## src/rtl/timer_ctrl_pkg.sv

```systemverilog
// timer_ctrl_pkg.sv -- state/field codes, BCD time layout and wrap limits
// shared by the SSD timer controller files.
package timer_ctrl_pkg;

  typedef enum logic [2:0] {
    ST_RUN,
    ST_PAUSE,
    ST_SET_DAY,
    ST_SET_HOUR,
    ST_SET_MIN,
    ST_SET_SEC
  } state_e;

  localparam logic [1:0] FIELD_DAY  = 2'd0;
  localparam logic [1:0] FIELD_HOUR = 2'd1;
  localparam logic [1:0] FIELD_MIN  = 2'd2;
  localparam logic [1:0] FIELD_SEC  = 2'd3;

  typedef struct packed {
    logic [3:0] day;
    logic [1:0] hr_h;
    logic [3:0] hr_l;
    logic [2:0] mn_h;
    logic [3:0] mn_l;
    logic [2:0] sc_h;
    logic [3:0] sc_l;
  } bcd_time_t;

  localparam int unsigned BCD_W = $bits(bcd_time_t);

  localparam logic [3:0] DAY_MAX   = 4'd9;
  localparam logic [1:0] HR_MAX_H  = 2'd2;
  localparam logic [3:0] HR_MAX_L  = 4'd3;
  localparam logic [2:0] MS_MAX_H  = 3'd5;
  localparam logic [3:0] DIGIT_MAX = 4'd9;

  function automatic logic [6:0] ms_inc(
    logic [2:0] h,
    logic [3:0] l
  );
    if (l < DIGIT_MAX) return {h, l + 4'd1};
    if (h >= MS_MAX_H) return '0;
    return {h + 3'd1, 4'd0};
  endfunction

  function automatic bcd_time_t bcd_inc(
    bcd_time_t  t,
    logic [1:0] f
  );
    bcd_time_t r;
    r = t;
    case (f)
      FIELD_DAY: begin
        r.day = (t.day >= DAY_MAX) ? 4'd0 : t.day + 4'd1;
      end
      FIELD_HOUR: begin
        if (t.hr_h == HR_MAX_H && t.hr_l >= HR_MAX_L) begin
          r.hr_h = '0;
          r.hr_l = '0;
        end else if (t.hr_l >= DIGIT_MAX) begin
          r.hr_h = t.hr_h + 2'd1;
          r.hr_l = '0;
        end else begin
          r.hr_l = t.hr_l + 4'd1;
        end
      end
      FIELD_MIN: begin
        {r.mn_h, r.mn_l} = ms_inc(t.mn_h, t.mn_l);
      end
      default: begin
        {r.sc_h, r.sc_l} = ms_inc(t.sc_h, t.sc_l);
      end
    endcase
    return r;
  endfunction

endpackage

```

## src/rtl/btn_sync_edge.sv

```systemverilog
// btn_sync_edge.sv -- two-flop synchroniser plus rising-edge detect
// for an asynchronous, already-debounced button level.
module btn_sync_edge (
  input  logic clk,
  input  logic rst_n,
  input  logic pin_i,
  output logic rise_o
);

  logic [2:0] sh_q;

  always_ff @(posedge clk or negedge rst_n) begin
    if (!rst_n) sh_q <= '0;
    else        sh_q <= {sh_q[1:0], pin_i};
  end

  assign rise_o = sh_q[1] & ~sh_q[2];

endmodule

```

## src/rtl/timer_ctrl.sv

```systemverilog
// timer_ctrl.sv -- run/pause/set controller for the day/hh:mm:ss SSD timer.
// Define TIMER_CTRL_BLINK_EN to add the set-mode digit blink generator.
module timer_ctrl
  import timer_ctrl_pkg::*;
#(
  parameter int unsigned CLK_DIV = 50_000_000
) (
  input  logic        clk,
  input  logic        rst_n,
  input  logic        btn_mode,
  input  logic        btn_inc,
  input  logic        btn_run,
  input  logic [23:0] cur_bcd,
  output logic        tick_en,
  output logic        load,
  output logic [23:0] load_bcd,
  output logic        set_mode,
  output logic [1:0]  field_sel,
  output logic [6:0]  blink_mask
);

  localparam int unsigned DIV_W = $clog2(CLK_DIV);
  localparam logic [DIV_W-1:0] DIV_LAST = DIV_W'(CLK_DIV - 1);

  // reset asserts immediately, releases two clocks later
  logic [1:0] rst_sync_q;
  logic       rst_ni;

  always_ff @(posedge clk or negedge rst_n) begin
    if (!rst_n) rst_sync_q <= '0;
    else        rst_sync_q <= {rst_sync_q[0], 1'b1};
  end

  assign rst_ni = rst_sync_q[1];

  logic mode_re, inc_re, run_re;

  btn_sync_edge u_mode (
    .clk    (clk),
    .rst_n  (rst_ni),
    .pin_i  (btn_mode),
    .rise_o (mode_re)
  );

  btn_sync_edge u_inc (
    .clk    (clk),
    .rst_n  (rst_ni),
    .pin_i  (btn_inc),
    .rise_o (inc_re)
  );

  btn_sync_edge u_run (
    .clk    (clk),
    .rst_n  (rst_ni),
    .pin_i  (btn_run),
    .rise_o (run_re)
  );

  state_e           state_q, state_d;
  bcd_time_t        edit_q, edit_d;
  logic             load_q, load_d;
  logic [BCD_W-1:0] load_bcd_q, load_bcd_d;
  logic [DIV_W-1:0] cnt_q, cnt_d;
  logic             tick_q, tick_d;

  always_ff @(posedge clk or negedge rst_ni) begin
    if (!rst_ni) begin
      state_q    <= ST_RUN;
      edit_q     <= '0;
      load_q     <= 1'b0;
      load_bcd_q <= '0;
      cnt_q      <= '0;
      tick_q     <= 1'b0;
    end else begin
      state_q    <= state_d;
      edit_q     <= edit_d;
      load_q     <= load_d;
      load_bcd_q <= load_bcd_d;
      cnt_q      <= cnt_d;
      tick_q     <= tick_d;
    end
  end

  always_comb begin
    set_mode  = 1'b1;
    field_sel = FIELD_DAY;
    unique case (state_q)
      ST_SET_DAY:  field_sel = FIELD_DAY;
      ST_SET_HOUR: field_sel = FIELD_HOUR;
      ST_SET_MIN:  field_sel = FIELD_MIN;
      ST_SET_SEC:  field_sel = FIELD_SEC;
      default:     set_mode  = 1'b0;
    endcase
  end

  // mode wins over inc/run; losing edges are simply dropped
  always_comb begin
    state_d    = state_q;
    edit_d     = edit_q;
    load_d     = 1'b0;
    load_bcd_d = load_bcd_q;
    if (!set_mode) begin
      if (mode_re) begin
        state_d = ST_SET_DAY;
        edit_d  = bcd_time_t'(cur_bcd);
      end else if (run_re) begin
        state_d = (state_q == ST_RUN) ? ST_PAUSE : ST_RUN;
      end
    end else if (mode_re) begin
      unique case (state_q)
        ST_SET_DAY:  state_d = ST_SET_HOUR;
        ST_SET_HOUR: state_d = ST_SET_MIN;
        ST_SET_MIN:  state_d = ST_SET_SEC;
        default: begin
          state_d    = ST_RUN;
          load_d     = 1'b1;
          load_bcd_d = edit_q;
        end
      endcase
    end else if (inc_re) begin
      edit_d = bcd_inc(edit_q, field_sel);
    end
  end

  always_comb begin
    cnt_d  = cnt_q;
    tick_d = 1'b0;
    if (state_q == ST_RUN) begin
      tick_d = (cnt_q == DIV_LAST);
      cnt_d  = tick_d ? '0 : cnt_q + 1'b1;
    end else if (set_mode) begin
      cnt_d = '0;
    end
  end

  assign tick_en  = tick_q;
  assign load     = load_q;
  assign load_bcd = load_bcd_q;

`ifdef TIMER_CTRL_BLINK_EN
  localparam int unsigned HALF = CLK_DIV / 2;
  localparam int unsigned BL_W = (HALF > 1) ? $clog2(HALF) : 1;

  logic [BL_W-1:0] bl_cnt_q, bl_cnt_d;
  logic            phase_q, phase_d;
  logic            enter_set;

  assign enter_set = mode_re & ~set_mode;

  always_comb begin
    bl_cnt_d = bl_cnt_q;
    phase_d  = phase_q;
    if (enter_set) begin
      bl_cnt_d = '0;
      phase_d  = 1'b0;
    end else if (set_mode) begin
      if (bl_cnt_q == BL_W'(HALF - 1)) begin
        bl_cnt_d = '0;
        phase_d  = ~phase_q;
      end else begin
        bl_cnt_d = bl_cnt_q + 1'b1;
      end
    end
  end

  always_ff @(posedge clk or negedge rst_ni) begin
    if (!rst_ni) begin
      bl_cnt_q <= '0;
      phase_q  <= 1'b0;
    end else begin
      bl_cnt_q <= bl_cnt_d;
      phase_q  <= phase_d;
    end
  end

  always_comb begin
    blink_mask = '0;
    if (set_mode) begin
      unique case (field_sel)
        FIELD_DAY:  blink_mask[6]   = phase_q;
        FIELD_HOUR: blink_mask[5:4] = {2{phase_q}};
        FIELD_MIN:  blink_mask[3:2] = {2{phase_q}};
        default:    blink_mask[1:0] = {2{phase_q}};
      endcase
    end
  end
`else
  assign blink_mask = '0;
`endif

endmodule
```

## config.mk

```make
export PLATFORM = sky130hd
export DESIGN_NAME = timer_ctrl
export DESIGN_NICKNAME = d
export VERILOG_FILES = /design/src/rtl/timer_ctrl_pkg.sv /design/src/rtl/btn_sync_edge.sv /design/src/rtl/timer_ctrl.sv
export SDC_FILE = /design/constraint.sdc
export NUM_CORES = 1
export LEC_CHECK = 0
export CAP_MARGIN = 20
export CORE_MARGIN = 3
export CORE_UTILIZATION = 35
export CTS_BUF_LIST = sky130_fd_sc_hd__clkbuf_4
export CTS_CLUSTER_SIZE = 25
export DETAILED_ROUTE_END_ITERATION = 10
export PLACE_DENSITY = 0.55
export SYNTH_ARGS = -nofsm -noshare
export SYNTH_HDL_FRONTEND = slang
export SYNTH_SLANG_ARGS = --single-unit
```

## constraint.sdc

```tcl
create_clock -name clk -period 3.55 [get_ports clk]
set_input_delay 0.71 -clock clk [delete_from_list [all_inputs] [get_ports clk]]
set_output_delay 0.71 -clock clk [all_outputs]
set_load 0.005 [all_outputs]
```

==> results of run 1 <==
worst max-delay path: stages, from the launching register on:
cell and delay [ns]:
dfrtp_1 0.56, xor2_2 0.25, inv_2 0.44, nor2_1 0.10, clkdlybuf4s50_1 0.47
worst max-delay path by stage:
stage / start / end / slack [ns] / depth (start not counted)
after floorplan: rst_sync_q[1] / cnt_q[0] / 0.86 / 0
after global placement: state_q[2] / field_sel[0] / 1.07 / 4
after detailed placement: state_q[2] / field_sel[0] / 1.05 / 4
after CTS: state_q[2] / field_sel[0] / 0.50 / 4
after global routing: state_q[2] / field_sel[0] / 0.35 / 4
final: state_q[2] / field_sel[0] / 0.54 / 4
report_power, final:
| part | leakage [uW] | internal, uW | switching (uW) | total (uW) |
|---|---|---|---|---|
| logic | 0.00123 | 665 | 762 | 1430 |
| registers | 0.00118 | 1260 | 271 | 1530 |
| clock network | 0.0000601 | 152 | 345 | 496 |
state kept, by name, indices dropped and copies added, names as in the netlist:
register and cells:
cnt_q 26, edit_q 24, load 1, load_bcd 24, rst_sync_q 2, state_q 3
tick_en 1, u_inc.sh_q 3, u_mode.sh_q 3, u_run.sh_q 3
Yosys cell counts (3+ instances only):
master | instances | area (um^2)
a21o_1 | 8 | 60.1
a21oi_1 | 37 | 185
a221o_1 | 3 | 30.0
a221oi_1 | 5 | 43.8
a22o_1 | 6 | 52.6
a22oi_1 | 6 | 45.0
a31oi_1 | 9 | 56.3
a41oi_1 | 5 | 43.8
and3_1 | 6 | 37.5
and4_1 | 3 | 26.3
buf_2 | 10 | 50.1
buf_4 | 9 | 67.6
buf_6 | 3 | 33.8
dfrtp_1 | 90 | 2250
ha_1 | 17 | 213
inv_1 | 25 | 93.8
mux2_2 | 27 | 304
nand2_1 | 37 | 139
nand2b_1 | 7 | 43.8
nand3_1 | 13 | 65.1
nand4_1 | 10 | 62.6
nor2_1 | 27 | 101
nor2b_1 | 5 | 31.3
nor3_1 | 6 | 30.0
nor3b_1 | 5 | 37.5
nor4_1 | 4 | 25.0
nor4_4 | 3 | 63.8
o211ai_1 | 3 | 22.5
o21ai_0 | 16 | 80.1
o21ai_1 | 11 | 55.1
o31ai_1 | 7 | 52.6
or3_1 | 3 | 18.8
xnor2_1 | 4 | 35.0
cells in the final DEF (no fill, tap or decap), types with 4 or more instances in the layout:
cell type        Yosys  layout
a21o_1               8       8
a21oi_1             37      37
a221oi_1             5       5
a22o_1               6       6
a22oi_1              6       6
a31oi_1              9       9
a41oi_1              5       5
and3_1               6       6
buf_4                9       8
clkbuf_4             0      11
clkdlybuf4s50_1      0      57
conb_1               2       8
dfrtp_1             90      89
ha_1                17      17
inv_1               25      25
mux2_2              27      27
nand2_1             37      37
nand2b_1             7       7
nand3_1             13      13
nand4_1             10      10
nor2_1              27      27
nor2b_1              5       5
nor3_1               6       6
nor3b_1              5       5
nor4_1               4       4
o21ai_0             16      16
o21ai_1             11      11
o31ai_1              7       7
xnor2_1              4       4
area by class of cell:
| class | instances | area, um^2 | share of cell area (%) |
|---|---|---|---|
| Sequential cell | 90 | 2260 | 40.2 |
| Multi-Input combinational cell | 333 | 2310 | 41.1 |
| Tap cell | 176 | 220 | 3.92 |
| Inverter | 26 | 97.6 | 1.74 |
| Timing Repair Buffer | 65 | 631 | 11.2 |
| Clock inverter | 4 | 21.3 | 0.379 |
| Clock buffer | 11 | 82.6 | 1.47 |
| Antenna cell | 1 | 2.50 | 0.0446 |
stage by stage:
stage / utilization, % / cell area, um^2
floorplan: - / 4810
global placement: 41.4 / 5510
detailed placement: 41.4 / 5510
CTS: 42.2 / 5610
global route: 42.2 / 5610
finish: 42.2 / 5620
layer usage:
| metal | global-route usage [%] | up-vias | routed length (um) |
|---|---|---|---|
| li1 | - | 1814 | - |
| met1 | 20.4 | 1717 | 5120 |
| met2 | 23.4 | 71 | 5010 |
| met3 | 4.16 | 17 | 483 |
| met4 | 5.60 | 0 | 190 |
| met5 | 0 | - | 0 |
cells by family after synthesis:
logic type | synth area share, %
compound gates | 17.6
xor+xnor | 1.25
fa+ha+maj | 4.44
buf+inv | 5.28
flops | 47.0
mux | 7.00
other cells | 0.157
simple gates | 17.2
==> impl_results.html, run 1 <==
<table>
<tr><th>Metric</th><th>Value</th></tr>
<tr><th colspan="2">Die</th></tr>
<tr><td>Core Footprint</td><td>13300 um^2</td></tr>
<tr><td>Boundary pin count</td><td>65</td></tr>
<tr><td>Area of the die</td><td>15100 um^2</td></tr>
<tr><td>Die height</td><td>123 um</td></tr>
<tr><td>Row Count</td><td>42</td></tr>
<tr><td>Starting Density</td><td>36.0%</td></tr>
<tr><td>Die width</td><td>123 um</td></tr>
<tr><th colspan="2">Detailed routing</th></tr>
<tr><td>Post-DR wirelength/cell</td><td>15.3 um</td></tr>
<tr><td>Initial DRC count</td><td>261</td></tr>
<tr><td>Detailed-routing iteration count for the pre-antenna-repair pass</td><td>4</td></tr>
<tr><td>Post-DR vias/cell</td><td>5.13</td></tr>
<tr><td>Residual antenna-violating net count after detailed routing</td><td>0</td></tr>
<tr><td>Post-route DRC</td><td>0</td></tr>
<tr><td>Via Count</td><td>3619</td></tr>
<tr><td>Total Routed Length</td><td>10800 um</td></tr>
<tr><th colspan="2">Clock tree</th></tr>
<tr><td>Number of clock buffers inserted by TritonCTS</td><td>9</td></tr>
<tr><td>Post-CTS setup-driven buffer insertion count</td><td>0</td></tr>
<tr><td>Clock Path Buffers</td><td>2</td></tr>
<tr><td>CTS tree</td><td>yes</td></tr>
<tr><td>Clock sink total</td><td>90</td></tr>
<tr><td>Htree depth</td><td>3</td></tr>
<tr><td>Clock root cell</td><td>clkbuf_4</td></tr>
<tr><td>Cts-stage hold buffer count</td><td>0</td></tr>
<tr><td>Clock transition time at the flip-flop clock pins of the worst setup and hold paths</td><td>0.15 ns</td></tr>
<tr><td>Total of cells resized after clock tree synthesis</td><td>0</td></tr>
<tr><td>Clock latency on the worst-skew pair</td><td>0.48 ns</td></tr>
<tr><th colspan="2">Worst setup path</th></tr>
<tr><td>Setup crit start kind</td><td>flop</td></tr>
<tr><td>Minimum setup slack among reg-to-reg paths</td><td>1.19 ns</td></tr>
<tr><td>Kind of end point of the critical path</td><td>output port</td></tr>
<tr><td>Reg2reg path depth</td><td>7</td></tr>
<tr><td>Beginning of the worst register-to-register path</td><td>state_q[2]</td></tr>
<tr><td>Data arrival time of the critical path</td><td>2.30 ns</td></tr>
<tr><td>End of the worst register-to-register path</td><td>edit_q[12]</td></tr>
<tr><td>Worst-path fanout max</td><td>32</td></tr>
<tr><td>WP data required</td><td>2.84 ns</td></tr>
<tr><td>Worst setup path class</td><td>reg -&gt; out</td></tr>
<tr><th colspan="2">Timing</th></tr>
<tr><td>Worst hold-check slack</td><td>0.334 ns</td></tr>
<tr><td>Time the worst path needs with I/O delays and setup</td><td>3.01 ns</td></tr>
<tr><td>Final Hold Vio Count</td><td>0</td></tr>
<tr><td>Worst slew margin relative to its limit</td><td>33.8%</td></tr>
<tr><td>Max-slew violation count</td><td>0</td></tr>
<tr><td>Transition time at the pin with the least slew margin</td><td>0.994 ns</td></tr>
<tr><td>Setup total negative slack</td><td>0 ns</td></tr>
<tr><td>Setup ws final</td><td>0.538 ns</td></tr>
<tr><td>Worst setup skew after layout</td><td>0.0240 ns</td></tr>
<tr><td>Achievable frequency</td><td>332 MHz</td></tr>
<tr><td>RSZ-0062 raised after global routing</td><td>false</td></tr>
<tr><td>Final period util</td><td>84.8%</td></tr>
<tr><td>Total of endpoints with negative setup slack in the final report</td><td>0</td></tr>
<tr><th colspan="2">Cells and area</th></tr>
<tr><td>Fillers</td><td>1288</td></tr>
<tr><td>Area added between synthesis and finish</td><td>17.3%</td></tr>
<tr><td>Ratio of cells with drive above 1 in the final layout</td><td>12.1%</td></tr>
<tr><td>Layout net count</td><td>571</td></tr>
<tr><td>Post-layout instance count excluding filler cells</td><td>706</td></tr>
<tr><th colspan="2">Synth</th></tr>
<tr><td>Primary FF master, synth</td><td>dfrtp_1</td></tr>
<tr><td>Post-synth design cell area</td><td>4790 um^2</td></tr>
<tr><td>Yosys reg bits</td><td>90</td></tr>
<tr><td>Sequential element share of the synthesized area</td><td>47.0%</td></tr>
<tr><td>Average footprint of a synthesized cell</td><td>10.3 um^2</td></tr>
<tr><td>EDFF count, synth</td><td>0</td></tr>
<tr><td>Share of async-settable or async-resettable flops after synthesis</td><td>100%</td></tr>
<tr><td>Number of warning messages in the yosys log</td><td>0</td></tr>
<tr><td>Instance count of the mapped netlist</td><td>466</td></tr>
<tr><td>Number of distinct library cells after synthesis</td><td>63</td></tr>
<tr><th colspan="2">Global routing</th></tr>
<tr><td>Via count of the first global-routing pass</td><td>3588</td></tr>
<tr><td>Remaining global-route overflow</td><td>0</td></tr>
<tr><td>Wire length of the first global-routing pass</td><td>18000 um</td></tr>
<tr><td>Maximum number of pins on one net before global-route repair</td><td>46</td></tr>
<tr><td>Overall track demand over capacity in global routing</td><td>15.2%</td></tr>
<tr><td>Initial antenna violation count</td><td>0</td></tr>
<tr><th colspan="2">Place</th></tr>
<tr><td>Placed Instances</td><td>690</td></tr>
<tr><td>Worst Setup Slack post-DPL</td><td>1.05 ns</td></tr>
<tr><td>HPWL after detailed placement</td><td>7720 um</td></tr>
<tr><td>Placer's final routability congestion estimate</td><td>0.827</td></tr>
<tr><td>Port Buffer Count</td><td>57</td></tr>
<tr><th colspan="2">Power and ir drop</th></tr>
<tr><td>Pwr per Cell Area</td><td>615 nW/um^2</td></tr>
<tr><td>PnR Total Power</td><td>3450 uW</td></tr>
<tr><td>Worst VDD drop</td><td>221 uV</td></tr>
<tr><td>Static Leakage</td><td>0.00247 uW</td></tr>
<tr><th colspan="2">Run status</th></tr>
<tr><td>Outcome</td><td>complete, no violations</td></tr>
<tr><th colspan="2">Job</th></tr>
<tr><td>Max capacitance violation total</td><td>0</td></tr>
<tr><th colspan="2">Worst hold path</th></tr>
<tr><td>Class of the most critical hold timing path</td><td>reg -&gt; async</td></tr>
</table>
Power figures use the tool's default switching activity.
==> run 2: changes to the inputs <==
- clock period: 3.55 -> 3.1 ns (I/O delays scaled with it)
==> impl_results.html, run 2 (synthesis results as in run 1) <==
<table>
<tr><th>Metric</th><th>Value</th></tr>
<tr><th colspan="2">Worst setup path</th></tr>
<tr><td>Worst-path fanout max</td><td>14</td></tr>
<tr><td>Kind of end point of the critical path</td><td>output port</td></tr>
<tr><td>WP data required</td><td>2.48 ns</td></tr>
<tr><td>Worst setup path class</td><td>reg -&gt; out</td></tr>
<tr><td>Reg2reg path depth</td><td>9</td></tr>
<tr><td>Beginning of the worst register-to-register path</td><td>state_q[1]</td></tr>
<tr><td>Worst setup path startpoint</td><td>state_q[1]</td></tr>
<tr><td>End point of the critical path</td><td>field_sel[0]</td></tr>
<tr><td>Setup crit start kind</td><td>flop</td></tr>
<tr><td>End of the worst register-to-register path</td><td>edit_q[12]</td></tr>
<tr><td>Data arrival time of the critical path</td><td>2.13 ns</td></tr>
<tr><td>Minimum setup slack among reg-to-reg paths</td><td>0.65 ns</td></tr>
<tr><th colspan="2">Power and ir drop</th></tr>
<tr><td>PnR Total Power</td><td>4020 uW</td></tr>
<tr><td>Worst VDD drop</td><td>252 uV</td></tr>
<tr><td>P_int</td><td>2460 uW</td></tr>
<tr><td>Part of the total power dissipated in combinational logic</td><td>40.3%</td></tr>
<tr><td>Pwr per Cell Area</td><td>712 nW/um^2</td></tr>
<tr><td>Static Leakage</td><td>0.00248 uW</td></tr>
<tr><td>Sequential share of power</td><td>43.5%</td></tr>
<tr><td>Total net switching power</td><td>1570 uW</td></tr>
<tr><td>Clock share of power</td><td>16.2%</td></tr>
<tr><td>Net Sw Frac</td><td>39.0%</td></tr>
<tr><th colspan="2">Place</th></tr>
<tr><td>Port Buffer Count</td><td>57</td></tr>
<tr><td>Placed standard-cell area</td><td>5520 um^2</td></tr>
<tr><td>HPWL after detailed placement</td><td>7670 um</td></tr>
<tr><td>Placed Instances</td><td>689</td></tr>
<tr><td>Placer's final routability congestion estimate</td><td>0.820</td></tr>
<tr><th colspan="2">Clock tree</th></tr>
<tr><td>CTS tree</td><td>yes</td></tr>
<tr><td>Clock transition time at the flip-flop clock pins of the worst setup and hold paths</td><td>0.14 ns</td></tr>
<tr><td>Cts-stage hold buffer count</td><td>0</td></tr>
<tr><td>Number of clock buffers inserted by TritonCTS</td><td>9</td></tr>
<tr><td>Clock latency on the worst-skew pair</td><td>0.47 ns</td></tr>
<tr><td>Htree depth</td><td>3</td></tr>
<tr><td>Total of cells resized after clock tree synthesis</td><td>0</td></tr>
<tr><td>Post-CTS setup-driven buffer insertion count</td><td>0</td></tr>
<tr><td>Clock root cell</td><td>clkbuf_4</td></tr>
<tr><td>Clock sink total</td><td>90</td></tr>
<tr><td>Clock Path Buffers</td><td>2</td></tr>
<tr><th colspan="2">Detailed routing</th></tr>
<tr><td>Post-DR wirelength/cell</td><td>15.1 um</td></tr>
<tr><td>Via Count</td><td>3625</td></tr>
<tr><td>Initial DRC count</td><td>227</td></tr>
<tr><td>Detailed-routing iteration count for the pre-antenna-repair pass</td><td>7</td></tr>
<tr><td>Post-DR vias/cell</td><td>5.13</td></tr>
<tr><td>Residual antenna-violating net count after detailed routing</td><td>0</td></tr>
<tr><td>Total Routed Length</td><td>10700 um</td></tr>
<tr><td>Post-route DRC</td><td>0</td></tr>
<tr><th colspan="2">Cells and area</th></tr>
<tr><td>Most flops, register</td><td>cnt_q</td></tr>
<tr><td>Area added between synthesis and finish</td><td>18.0%</td></tr>
<tr><td>Post-layout instance count excluding filler cells</td><td>706</td></tr>
<tr><td>Storage cell area</td><td>2260 um^2</td></tr>
<tr><td>Most used cells in the layout excluding fill and tap cells</td><td>89 x dfrtp_1, 57 x clkdlybuf4s50_1, 37 x nand2_1, 37 x a21oi_1</td></tr>
<tr><td>Number of flip-flops in the largest register</td><td>26</td></tr>
<tr><td>Area of the multi-input gates</td><td>2310 um^2</td></tr>
<tr><td>Most common cell after layout, fill and taps aside</td><td>dfrtp_1</td></tr>
<tr><td>Ratio of cells with drive above 1 in the final layout</td><td>11.9%</td></tr>
<tr><td>Fillers</td><td>1273</td></tr>
<tr><td>Cell area after layout</td><td>5650 um^2</td></tr>
<tr><td>Layout net count</td><td>570</td></tr>
<tr><th colspan="2">Global routing</th></tr>
<tr><td>Via count of the first global-routing pass</td><td>3495</td></tr>
<tr><td>Maximum number of pins on one net before global-route repair</td><td>36</td></tr>
<tr><td>Overall track demand over capacity in global routing</td><td>15.0%</td></tr>
<tr><td>Initial antenna violation count</td><td>1</td></tr>
<tr><td>Wire length of the first global-routing pass</td><td>17700 um</td></tr>
<tr><td>Remaining global-route overflow</td><td>0</td></tr>
<tr><th colspan="2">Timing</th></tr>
<tr><td>Transition time at the pin with the least slew margin</td><td>0.856 ns</td></tr>
<tr><td>RSZ-0062 raised after global routing</td><td>false</td></tr>
<tr><td>Max-slew violation count</td><td>0</td></tr>
<tr><td>Setup total negative slack</td><td>0 ns</td></tr>
<tr><td>Final period util</td><td>88.6%</td></tr>
<tr><td>Time the worst path needs with I/O delays and setup</td><td>2.75 ns</td></tr>
<tr><td>Achievable frequency</td><td>364 MHz</td></tr>
<tr><td>Worst slew margin relative to its limit</td><td>43.0%</td></tr>
<tr><td>Final Hold Vio Count</td><td>0</td></tr>
<tr><td>Total of endpoints with negative setup slack in the final report</td><td>0</td></tr>
<tr><td>Worst setup skew after layout</td><td>0.0181 ns</td></tr>
<tr><th colspan="2">Die</th></tr>
<tr><td>Row Count</td><td>42</td></tr>
<tr><td>Starting Density</td><td>36.0%</td></tr>
<tr><td>Boundary pin count</td><td>65</td></tr>
<tr><td>Core Footprint</td><td>13300 um^2</td></tr>
<tr><td>Die width</td><td>123 um</td></tr>
<tr><td>Area of the die</td><td>15100 um^2</td></tr>
<tr><td>Die height</td><td>123 um</td></tr>
<tr><th colspan="2">Worst hold path</th></tr>
<tr><td>Class of the most critical hold timing path</td><td>reg -&gt; async</td></tr>
<tr><th colspan="2">Run status</th></tr>
<tr><td>Outcome</td><td>complete, no violations</td></tr>
<tr><th colspan="2">Job</th></tr>
<tr><td>Max capacitance violation total</td><td>0</td></tr>
</table>
-- run 2: changes by cell type in the layout (fill, tap and decap cells not counted) --
cell	previous run	this run
clkinv_1	1	2
bufinv_16	0	1
clkinv_2	2	1
buf_12	0	1
clkbuf_4	11	10
clkinvlp_4	1	2
buf_4	8	6
-- run 2: worst min path at each step --
| stage | cells past startpoint | startpoint | endpoint | slack (ns) |
|---|---|---|---|---|
| after detailed placement | 0 | rst_sync_q[1] | load_bcd[15] | 0.29 |
| after floorplan | 0 | rst_n | rst_sync_q[0] | 0.32 |
| after global routing | 1 | rst_n | rst_sync_q[1] | 0.26 |
| after global placement | 0 | rst_sync_q[1] | load_bcd[14] | 0.28 |
| after CTS | 1 | rst_n | rst_sync_q[1] | 0.26 |
| final | 0 | rst_sync_q[1] | edit_q[15] | 0.26 |
-- run 2: cell type report --
| type | count | share of cell area [%] |
|---|---|---|
| Antenna cell | 1 | 0.0443 |
| Multi-Input combinational cell | 333 | 40.8 |
| Sequential cell | 90 | 39.9 |
| Inverter | 26 | 1.73 |
| Tap cell | 176 | 3.90 |
| Clock inverter | 6 | 1.02 |
| Clock buffer | 10 | 1.33 |
| Timing Repair Buffer | 64 | 11.2 |
-- run 2: power by group through the flow --
stage          registers (uW)  logic [uW]  clock network, uW
2_1_floorplan            1690        1120                  0
3_3_place_gp             1770        1610                  0
3_5_place_dp             1780        1630                  0
4_1_cts                  1750        1640                691
5_1_grt                  1810        1860                742
6_report                 1750        1620                651
-- run 2: critical path, cell delays in order, from the launching register on --
cell and delay, ns:
dfrtp_1 0.63, xor2_2 0.15, buf_4 0.19, inv_2 0.05, nor2_1 0.12, clkdlybuf4s50_1 0.52
-- run 2: routing by layer --
metal / part of all wire (%) / vias up / GRT usage, %
met5: 0 / - / 0
met1: 49 / 1751 / 20.5
met4: 1.1 / 0 / 4.20
li1: - / 1806 / -
met2: 46 / 60 / 23.2
met3: 4.0 / 8 / 4.48
-- run 2: metrics by stage --
stage / util (%) / setup WS [ns] / hold WS [ns]
2_1_floorplan: - / 0.408 / 0.324
3_3_place_gp: 41.5 / 0.732 / 0.284
3_5_place_dp: 41.5 / 0.683 / 0.293
4_1_cts: 42.5 / 0.269 / 0.260
5_1_grt: 42.5 / 0.180 / 0.257
6_report: 42.5 / 0.353 / 0.257
